### src/rtl/fetch_sequencer.sv
// ============================================================================
// Module   : fetch_sequencer
// Purpose  : Moore FSM sequencing fetch/decode/execute/advance for one core.
// Revision : 1.0  initial release
// ============================================================================
`default_nettype none

module fetch_sequencer #(
    parameter logic [3:0] HALT_OP      = 4'hF,
    parameter int         EXEC_TIMEOUT = 16
) (
    input  logic        clk,
    input  logic        rst,
    input  logic        run,
    input  logic [15:0] instr,
    input  logic        exec_done,
    input  logic        branch_taken,
    input  logic [7:0]  branch_target,
    output logic        ir_write,
    output logic [7:0]  pc_add,
    output logic        decode_valid,
    output logic        exec_en,
    output logic        halted,
    output logic        fault,
    output logic [7:0]  retired,
    output logic [2:0]  state
);

    localparam int                 CNT_W    = (EXEC_TIMEOUT > 1) ? $clog2(EXEC_TIMEOUT) : 1;
    localparam logic [CNT_W-1:0]   CNT_LAST = CNT_W'(EXEC_TIMEOUT - 1);

    typedef enum logic [2:0] {
        S_IDLE    = 3'd0,
        S_FETCH   = 3'd1,
        S_DECODE  = 3'd2,
        S_EXECUTE = 3'd3,
        S_ADVANCE = 3'd4,
        S_HALT    = 3'd5
    } state_t;

    state_t           state_q, state_d;
    logic [7:0]       pc_q, pc_d;
    logic [7:0]       retired_q, retired_d;
    logic             fault_q, fault_d;
    logic [CNT_W-1:0] cnt_q, cnt_d;
    logic             br_taken_q, br_taken_d;
    logic [6:0]       br_tgt_q, br_tgt_d;

    // Only the opcode field and the even part of the target are meaningful here.
    logic unused_inputs;
    assign unused_inputs = ^{instr[11:0], branch_target[0]};

    always_ff @(posedge clk) begin
        if (rst) begin
            state_q    <= S_IDLE;
            pc_q       <= 8'd0;
            retired_q  <= 8'd0;
            fault_q    <= 1'b0;
            cnt_q      <= '0;
            br_taken_q <= 1'b0;
            br_tgt_q   <= 7'd0;
        end else begin
            state_q    <= state_d;
            pc_q       <= pc_d;
            retired_q  <= retired_d;
            fault_q    <= fault_d;
            cnt_q      <= cnt_d;
            br_taken_q <= br_taken_d;
            br_tgt_q   <= br_tgt_d;
        end
    end

    always_comb begin
        state_d    = state_q;
        pc_d       = pc_q;
        retired_d  = retired_q;
        fault_d    = fault_q;
        cnt_d      = cnt_q;
        br_taken_d = br_taken_q;
        br_tgt_d   = br_tgt_q;
        case (state_q)
            S_IDLE: begin
                if (run) begin
                    state_d = S_FETCH;
                end
            end
            S_FETCH: begin
                state_d = S_DECODE;
            end
            S_DECODE: begin
                if (instr[15:12] == HALT_OP) begin
                    state_d = S_HALT;
                end else begin
                    state_d = S_EXECUTE;
                    cnt_d   = '0;
                end
            end
            S_EXECUTE: begin
                // Completion outranks a timeout landing in the same cycle.
                if (exec_done) begin
                    br_taken_d = branch_taken;
                    br_tgt_d   = branch_target[7:1];
                    state_d    = S_ADVANCE;
                end else if (cnt_q == CNT_LAST) begin
                    fault_d = 1'b1;
                    state_d = S_HALT;
                end else begin
                    cnt_d = cnt_q + 1'b1;
                end
            end
            S_ADVANCE: begin
                pc_d      = br_taken_q ? {br_tgt_q, 1'b0} : (pc_q + 8'd2);
                retired_d = (retired_q == 8'hFF) ? retired_q : (retired_q + 8'd1);
                state_d   = run ? S_FETCH : S_IDLE;
            end
            S_HALT: begin
                state_d = S_HALT;
            end
            default: begin
                state_d = S_IDLE;
            end
        endcase
    end

    always_comb begin
        ir_write     = (state_q == S_FETCH);
        decode_valid = (state_q == S_DECODE);
        exec_en      = (state_q == S_EXECUTE);
        halted       = (state_q == S_HALT);
    end

    assign pc_add  = pc_q;
    assign retired = retired_q;
    assign fault   = fault_q;
    assign state   = state_q;

endmodule

`default_nettype wire
### config.mk
export PLATFORM = sky130hd
export DESIGN_NAME = fetch_sequencer
export DESIGN_NICKNAME = d
export VERILOG_FILES = /design/src/rtl/fetch_sequencer.sv
export SDC_FILE = /design/constraint.sdc
export NUM_CORES = 1
export LEC_CHECK = 0
export BUFFER_PORTS_ARGS = -buffer_cell sky130_fd_sc_hd__buf_2
export CAP_MARGIN = 20
export CORE_MARGIN = 3
export CORE_UTILIZATION = 41
export DETAILED_ROUTE_END_ITERATION = 8
export PLACE_DENSITY = 0.68
export SLEW_MARGIN = 40
export SYNTH_ARGS = -nofsm -noshare
export SYNTH_HDL_FRONTEND = slang
export SYNTH_SLANG_ARGS = --single-unit
### constraint.sdc
create_clock -name clk -period 2.15 [get_ports clk]
set_input_delay 0.43 -clock clk [delete_from_list [all_inputs] [get_ports clk]]
set_output_delay 0.43 -clock clk [all_outputs]
set_load 0.01 [all_outputs]
=== Word-level counts from Yosys, hierarchy flattened ===
Index checks and enable logic that the tools add are counted.

* Logic and storage cells: 43
* Bits in registers: 32
* Bits of input ports: 29
* Memory bits (read-only): 0
* Latch bits: 0
* Memory bits (writable): 0
* Memories kept: 0
* Output and inout bits: 24

* Multiply operators: 0
* Shift operators: 0
* Add/subtract/negate cells: 3
* Order comparisons: 0
* Bitwise operators: 2
* Reductions and logical operators: 7
* Equal/unequal tests: 13
* Divide/modulo/power cells: 0
* Mux-type cells: 11

{| class="wikitable"
|+ Operators by type and width
! cell !! count
|-
| $pmux 3 s6 || 1
|-
| $mux 3 || 4
|-
| $mux 4 || 3
|-
| $add 8x1->8 const B || 1
|-
| $add 8x2->8 const B || 1
|-
| $eq 4x4->1 const B || 2
|-
| $eq 8x8->1 const B || 1
|-
| $mux 8 || 1
|-
| $ne 2x2->1 const B || 4
|-
| $pmux 4 s2 || 1
|-
| $eq 3x2->1 const B || 2
|-
| $eq 3x3->1 const B || 2
|-
| $reduce_and 2->1 || 3
|-
| $add 4x1->4 const B || 1
|-
| $reduce_and 4->1 || 1
|-
| $eq 3x1->1 const B || 1
|-
| $logic_not 3->1 || 1
|-
| $ne 3x2->1 const B || 1
|-
| $reduce_and 3->1 || 1
|-
| $not 1->1 || 2
|-
| $reduce_bool 2->1 || 1
|-
| $mux 1 || 1
|}

=== Depth between registers and ports, before layout ===
Gate-level depths: netlist of the first run.

* Depth in word-level cells: 4
* Mapped depth: 6
* Depth with buffers taken out: 5

=== Worst setup path before layout of the first run ===
Ideal clock, no wire load.

* Path type: reg2reg
* Start point: register state_q[2], in the netlist state[2]
* End point: register retired_q[5], in the netlist retired[5]
* Clock period less this slack: 1.685 ns
* Data arrival time: 1.614 ns
* Setup slack: 0.465 ns
* Setup time: 0.070 ns
* Required time: 2.080 ns
* Stages on the path, launching flop included: 6
* Buffers on the path: 1
* Cells stage by stage: dfxtp_1 > buf_4 > nor3b_4 > o21ai_2 > or4_1 > a21oi_1

* Cells in the longest elaborated chain, start to end: 2

{| class="wikitable"
|+ RTL lines
! item !! RTL line !! text
|-
| start, declared || 41 || <nowiki>state_t state_q, state_d;</nowiki>
|-
| start signal, assigned || 63 || <nowiki>state_q <= state_d;</nowiki>
|-
| $eq 3x3->1 || 81 || <nowiki>case (state_q)</nowiki>
|-
| $reduce_and 2->1 (no source line) || -- ||
|-
| end signal, assigned || 65 || <nowiki>retired_q <= retired_d;</nowiki>
|-
| end, declared || 43 || <nowiki>logic [7:0] retired_q, retired_d;</nowiki>
|}

Every way passes these cells.
A chain may end at the register's enable or synchronous reset.

=== Final worst setup path of the first run ===
* Start point: register state_q[0], in the netlist state[0]
* End point: output ir_write

* Cells in the longest elaborated chain, start to end: 1

{| class="wikitable"
|+ RTL lines
! item !! RTL line !! text
|-
| $eq 3x1->1 || 126 || <nowiki>ir_write = (state_q == S_FETCH);</nowiki>
|-
| end, declared || 19 || <nowiki>output logic ir_write,</nowiki>
|}

Every way passes these cells.

==> results of run 1 <==
## critical path: stages (launching register included)
cell and delay, ps:
dfxtp_1 520, inv_1 140, nor3_1 230, buf_2 190
## registers in the layout, summed over array words and instances, names as in the netlist
signal / cells
br_taken_q: 1
br_tgt_q: 7
cnt_q: 4
fault: 1
pc_add: 7
retired: 8
state: 3
## stage by stage
stage	setup WS (ps)	hold slack [ps]
final	302	318
after global routing	165	299
after CTS	283	309
after detailed placement	493	449
after global placement	516	445
after floorplan	465	436
## synthesized netlist by cell type, types with 2 or more instances
library cell | instances | area, um2
a22oi_1 | 6 | 45.0
xor2_1 | 4 | 35.0
o2bb2ai_1 | 2 | 17.5
clkbuf_1 | 7 | 26.3
nor2b_1 | 3 | 18.8
mux2i_1 | 4 | 40.0
or3_1 | 3 | 18.8
buf_4 | 2 | 15.0
o211ai_1 | 2 | 15.0
and2_1 | 2 | 12.5
and3_1 | 6 | 37.5
nand4_1 | 3 | 18.8
ha_1 | 3 | 37.5
nor2_1 | 21 | 78.8
a31oi_1 | 2 | 12.5
nor3_1 | 3 | 15.0
o21ai_0 | 8 | 40.0
inv_1 | 4 | 15.0
nand3_1 | 7 | 35.0
a22o_1 | 3 | 26.3
nand2_1 | 23 | 86.3
a21oi_1 | 16 | 80.1
dfxtp_1 | 31 | 621
## routing by layer
layer  wire, um  vias up  track usage [%]
met4         54        0             6.85
met5          0        -                0
li1           -      717                -
met2       1360       41             22.9
met1       1540      627             21.0
met3        221        7             6.29
## power by group through the flow
stage                     Sequential [mW]  Combinational, mW  Clock [mW]
after floorplan                     0.609             0.0594           0
after global placement              0.614             0.0871           0
after detailed placement            0.614             0.0872           0
after CTS                           0.601             0.0875       0.364
after global routing                0.603             0.0967       0.392
final                               0.601             0.0864       0.353
## worst min-delay path by stage
stage,slack [ps],to,start
3_3_place_gp,450,br_tgt_q[0],br_tgt_q[0]
6_report,320,br_tgt_q[2],branch_target[3]
5_1_grt,300,br_tgt_q[2],branch_target[3]
4_1_cts,310,br_tgt_q[2],branch_target[3]
3_5_place_dp,450,br_tgt_q[0],br_tgt_q[0]
2_1_floorplan,440,br_tgt_q[1],br_tgt_q[1]
## layout make-up
cell class | instances | area share (%)
Inverter | 4 | 0.852
Tap cell | 46 | 3.26
Sequential cell | 31 | 35.2
Clock inverter | 1 | 0.284
Multi-Input combinational cell | 137 | 46.3
Clock buffer | 6 | 2.91
Timing Repair Buffer | 39 | 11.2
## cells by family (layout without fill, tap and decap cells)
family | after synthesis | count (layout) | synth area share (%)
xor gates and xnor gates | 4 | 4 | 2.34
buffers and inverters | 14 | 50 | 4.09
adders and majority gates | 3 | 3 | 2.51
other | 1 | 1 | 0.250
DFF | 31 | 31 | 41.4
and+or+nand+nor | 79 | 79 | 27.1
AOI/OAI and AO/OA | 46 | 46 | 19.6
muxes | 4 | 4 | 2.67
==> key figures, run 1 <==
Run status
  – Status: finished clean

Routing
  – DRC: 0
  – DR vias/cell: 5.27
  – DR vias: 1392
  – First drt pass iteration count: 4
  – Average wire per standard cell: 12.0 um
  – Routed wire length: 3180 um
  – Initial drt markers: 75
  – ANT nets after route: 0

Power
  – Leak: 0.734 nW
  – Max IR drop VDD: 0.327 mV
  – Combinational share of power: 8.3%
  – Pint: 771 uW
  – Pwr/cell area: 590 mW/mm2
  – Sequential power share: 57.8%
  – Clock power share: 33.9%
  – Sw frac: 25.9%
  – Total power draw: 1.04 mW
  – Psw: 270 uW

Layout
  – Final core utilization: 51.6%
  – Fin area: 0.00176 mm2
  – Final cell count without fillers: 264
  – P&R area growth vs syn: 17.7%
  – FF/Latch Area: 621 um2
  – Most frequent cells in the layout: 38 x buf_2, 31 x dfxtp_1, 23 x nand2_1, 21 x nor2_1, 16 x a21oi_1
  – Fillers: 356
  – Most common library cell in the layout ignoring fill and taps: buf_2
  – Multi-input gate area: 816 um2
  – Share of cells above drive strength 1: 22.5%
  – Ant diodes: 0
  – Nets: 250

Global routing
  – Largest net degree at the start of global routing: 30
  – GRT Total Usage: 16.0%
  – First-pass GRT wire length: 5300 um
  – Vias in the first global route: 1164
  – Antenna violations before repair: 0
  – Grt total ovfl: 0

Worst setup path
  – Setup crit end kind: output port
  – CP Launch Type: register
  – Critical path origin: state[0]
  – Critical Setup Path Class: register to output port
  – Reg-to-reg slack, setup: 490 ps
  – Worst Setup EP: ir_write
  – Worst Path Required: 1720 ps
  – CP Data Arrival Time: 1420 ps
  – Worst-path maximum fanout: 8
  – R2R cell count: 4
  – FF-to-FF Start: state[1]
  – R2r endpoint: cnt_q[3]

STA
  – Final setup fails: 0
  – Final Skew: 6.93 ps
  – Peak Freq: 541 MHz
  – Tcrit/Tclk final: 85.9%
  – Hold Fails Final Rpt: 0
  – Setup_tns: 0 ps
  – Slew margin rel.: 61.2%
  – RSZ-0062 raised after global routing: false
  – Worst Max-Slew Pin Slew: 581 ps
  – Slew Limit Fails: 0
  – Min Tclk post-route: 1850 ps

Yosys
  – Synth warn: 0
  – Mean post-synth cell area: 8.23 um2
  – Number of synthesized flops with an enable pin: 0
  – Post-synth cell types: 40
  – Sequential fraction of the synthesis area: 41.4%
  – Seq cells post-synth: 31
  – Gate count after technology mapping: 182
  – Post-synth net total: 214
  – Main synth FF type: dfxtp_1
  – Asr flop ratio synth: 0%
  – Post-Syn Area: 0.00150 mm2

Placement
  – Dpl cells: 257
  – RePlAce Congestion: 0.760
  – Port Buf Inserts: 38
  – DP Area: 0.00171 mm2
  – Hpwl dp: 2220 um

CTS
  – Gates resized, CTS repair: 0
  – TritonCTS Buffers: 5
  – Clock Sinks: 31
  – CTS H-tree lvls: 2
  – Clock-pin slew on the worst setup and hold paths: 100 ps
  – Root Buffer: clkbuf_4
  – Clock latency on the worst-skew pair: 330 ps
  – Cts hold-fix bufs: 0
  – Post-CTS Setup Bufs: 0
  – CTS max path bufs: 2
  – TritonCTS clock tree: done

Floorplanning
  – Chip height: 66.4 um
  – Num rows: 21
  – Die ar.: 0.00441 mm2
  – Die Wd: 66.4 um
  – Top-level port count: 53
  – Core region area: 0.00342 mm2
  – Initial Util: 43.8%

Min path
  – Hold Path Class: input port to register
  – Hold-critical path depth: 3

Run
  – Max Cap Viol: 0
(Power assumes the default switching activity.)
==> run 2: changes to the inputs <==
- RECOVER_POWER: not set -> 25
==> run 2 against run 1 <==
Effect of this change:
- first-iteration DRC count is the same
- clock skew is essentially flat
- register-to-register slack hardly changed
- maximum frequency hardly changed
- combinational power hardly changed
- clock power about the same
- critical path type unchanged
==> key figures, run 2 (same netlist as run 1, synthesis figures left out) <==
Power
  – Total power draw: 1.04 mW (about the same)
  – Leak: 0.686 nW (was 0.734 nW)
  – Pwr/cell area: 593 mW/mm2 (was 590 mW/mm2)
  – Max IR drop VDD: 0.327 mV (about the same)

CTS
  – TritonCTS Buffers: 5 (unchanged)
  – Gates resized, CTS repair: 0 (unchanged)
  – Clock latency on the worst-skew pair: 330 ps (about the same)
  – Root Buffer: clkbuf_4 (unchanged)
  – CTS H-tree lvls: 2 (unchanged)
  – TritonCTS clock tree: done (unchanged)
  – Clock-pin slew on the worst setup and hold paths: 100 ps (about the same)
  – Clock Sinks: 31 (unchanged)
  – CTS max path bufs: 2 (unchanged)
  – Cts hold-fix bufs: 0 (unchanged)
  – Post-CTS Setup Bufs: 0 (unchanged)

Worst setup path
  – FF-to-FF Start: state[1] (unchanged)
  – R2r endpoint: cnt_q[3] (unchanged)
  – Critical Setup Path Class: register to output port (unchanged)
  – Worst Path Required: 1720 ps (about the same)
  – Reg-to-reg slack, setup: 490 ps (about the same)
  – CP Data Arrival Time: 1420 ps (about the same)
  – Worst-path maximum fanout: 8 (unchanged)
  – Setup crit end kind: output port (unchanged)
  – R2R cell count: 4 (unchanged)
  – CP Launch Type: register (unchanged)

Run status
  – Status: finished clean (unchanged)

Global routing
  – GRT Total Usage: 16.0% (unchanged)
  – Antenna violations before repair: 0 (unchanged)
  – Largest net degree at the start of global routing: 30 (unchanged)
  – Met1 Usage GRT: 21.0% (unchanged)
  – GR Layer Usage met2: 22.9% (unchanged)
  – Most crowded layer after global routing: met2 (unchanged)
  – First-pass GRT wire length: 5300 um (unchanged)
  – M3 GR Usage: 6.29% (unchanged)
  – Vias in the first global route: 1164 (unchanged)
  – Grt total ovfl: 0 (unchanged)

Routing
  – First drt pass iteration count: 4 (unchanged)
  – ANT nets after route: 0 (unchanged)
  – Average wire per standard cell: 12.1 um (was 12.0 um)
  – DR vias/cell: 5.30 (was 5.27)
  – DRC: 0 (unchanged)
  – DR vias: 1398 (was 1392)
  – Routed wire length: 3180 um (about the same)
  – Initial drt markers: 75 (unchanged)

STA
  – Slew Limit Fails: 0 (unchanged)
  – RSZ-0062 raised after global routing: false (unchanged)
  – Worst Max-Slew Pin Slew: 578 ps (was 581 ps)
  – Min Tclk post-route: 1850 ps (about the same)
  – Final Skew: 7.00 ps (was 6.93 ps)
  – Setup_tns: 0 ps (unchanged)
  – Tcrit/Tclk final: 86.0% (was 85.9%)
  – Slew margin rel.: 61.4% (was 61.2%)
  – Final setup fails: 0 (unchanged)
  – Hold Fails Final Rpt: 0 (unchanged)
  – Peak Freq: 541 MHz (about the same)

Layout
  – Ant diodes: 0 (unchanged)
  – Nets: 250 (unchanged)
  – P&R area growth vs syn: 16.8% (was 17.7%)
  – Share of cells above drive strength 1: 17.4% (was 22.5%)
  – Most common library cell in the layout ignoring fill and taps: dfxtp_1 (was buf_2)
  – Most frequent cells in the layout: 31 x dfxtp_1, 27 x buf_2, 23 x nand2_1, 21 x nor2_1, 16 x a21oi_1 (was 38 x buf_2, 31 x dfxtp_1, 23 x nand2_1, 21 x nor2_1, 16 x a21oi_1)
  – Fillers: 364 (was 356)
  – FF/Latch Area: 621 um2 (unchanged)
  – Final cell count without fillers: 264 (unchanged)
  – Max FFs per register: 8 (unchanged)
  – Final core utilization: 51.2% (was 51.6%)
  – Multi-input gate area: 816 um2 (unchanged)

Placement
  – RePlAce Congestion: 0.760 (unchanged)
  – Dpl cells: 257 (unchanged)
  – Hpwl dp: 2220 um (unchanged)
  – Port Buf Inserts: 38 (unchanged)

Floorplanning
  – Die ar.: 0.00441 mm2 (unchanged)
  – Initial Util: 43.8% (unchanged)
  – Num rows: 21 (unchanged)
  – Die Wd: 66.4 um (unchanged)
  – Chip height: 66.4 um (unchanged)
  – Core region area: 0.00342 mm2 (unchanged)
  – Top-level port count: 53 (unchanged)

Min path
  – Hold Path Sink: br_tgt_q[2] (unchanged)
  – Worst hold path startpoint: branch_target[3] (unchanged)
  – Hold Path Class: input port to register (unchanged)
  – Hold-critical path depth: 3 (unchanged)

Run
  – Max Cap Viol: 0 (unchanged)
==> run 2: power by group <==
part           internal (mW)  leakage, nW  switching, mW  total (mW)
registers              0.582        0.250         0.0185       0.601
clock network          0.151       0.0341          0.199       0.350
logic                 0.0368        0.402         0.0494      0.0862
==> run 2: stage by stage <==
stage / instance area [um2] / hold slack [ps] / setup WS (ps)
after floorplan: 1500 / 436 / 465
after global placement: 1710 / 445 / 516
after detailed placement: 1710 / 449 / 493
after CTS: 1760 / 309 / 283
after global routing: 1750 / 299 / 165
final: 1750 / 324 / 302
==> run 2: how the worst max path moves through the flow <==
stage | slack (ps) | start | end | cells after the start
6_report | 300 | state[0] | ir_write | 3
5_1_grt | 160 | state[0] | ir_write | 3
4_1_cts | 280 | state[0] | ir_write | 3
3_5_place_dp | 490 | exec_done | cnt_q[3] | 5
3_3_place_gp | 520 | exec_done | cnt_q[3] | 5
2_1_floorplan | 470 | state[2] | retired[5] | 5
==> run 2: final cells by class <==
cell class | instances | share of cell area (%)
Multi-Input combinational cell | 137 | 46.6
Clock inverter | 1 | 0.286
Tap cell | 46 | 3.29
Timing Repair Buffer | 39 | 10.5
Clock buffer | 6 | 2.93
Inverter | 4 | 0.858
Sequential cell | 31 | 35.5
==> run 2: critical path, stage by stage (launching register included) <==
cell and delay [ps]:
dfxtp_1 520, inv_1 140, nor3_1 230, buf_2 190
==> run 2: layer usage <==
layer / vias up / wire, um
li1: 716 / -
met1: 628 / 1530
met2: 47 / 1370
met3: 7 / 237
met4: 0 / 54
met5: - / 0
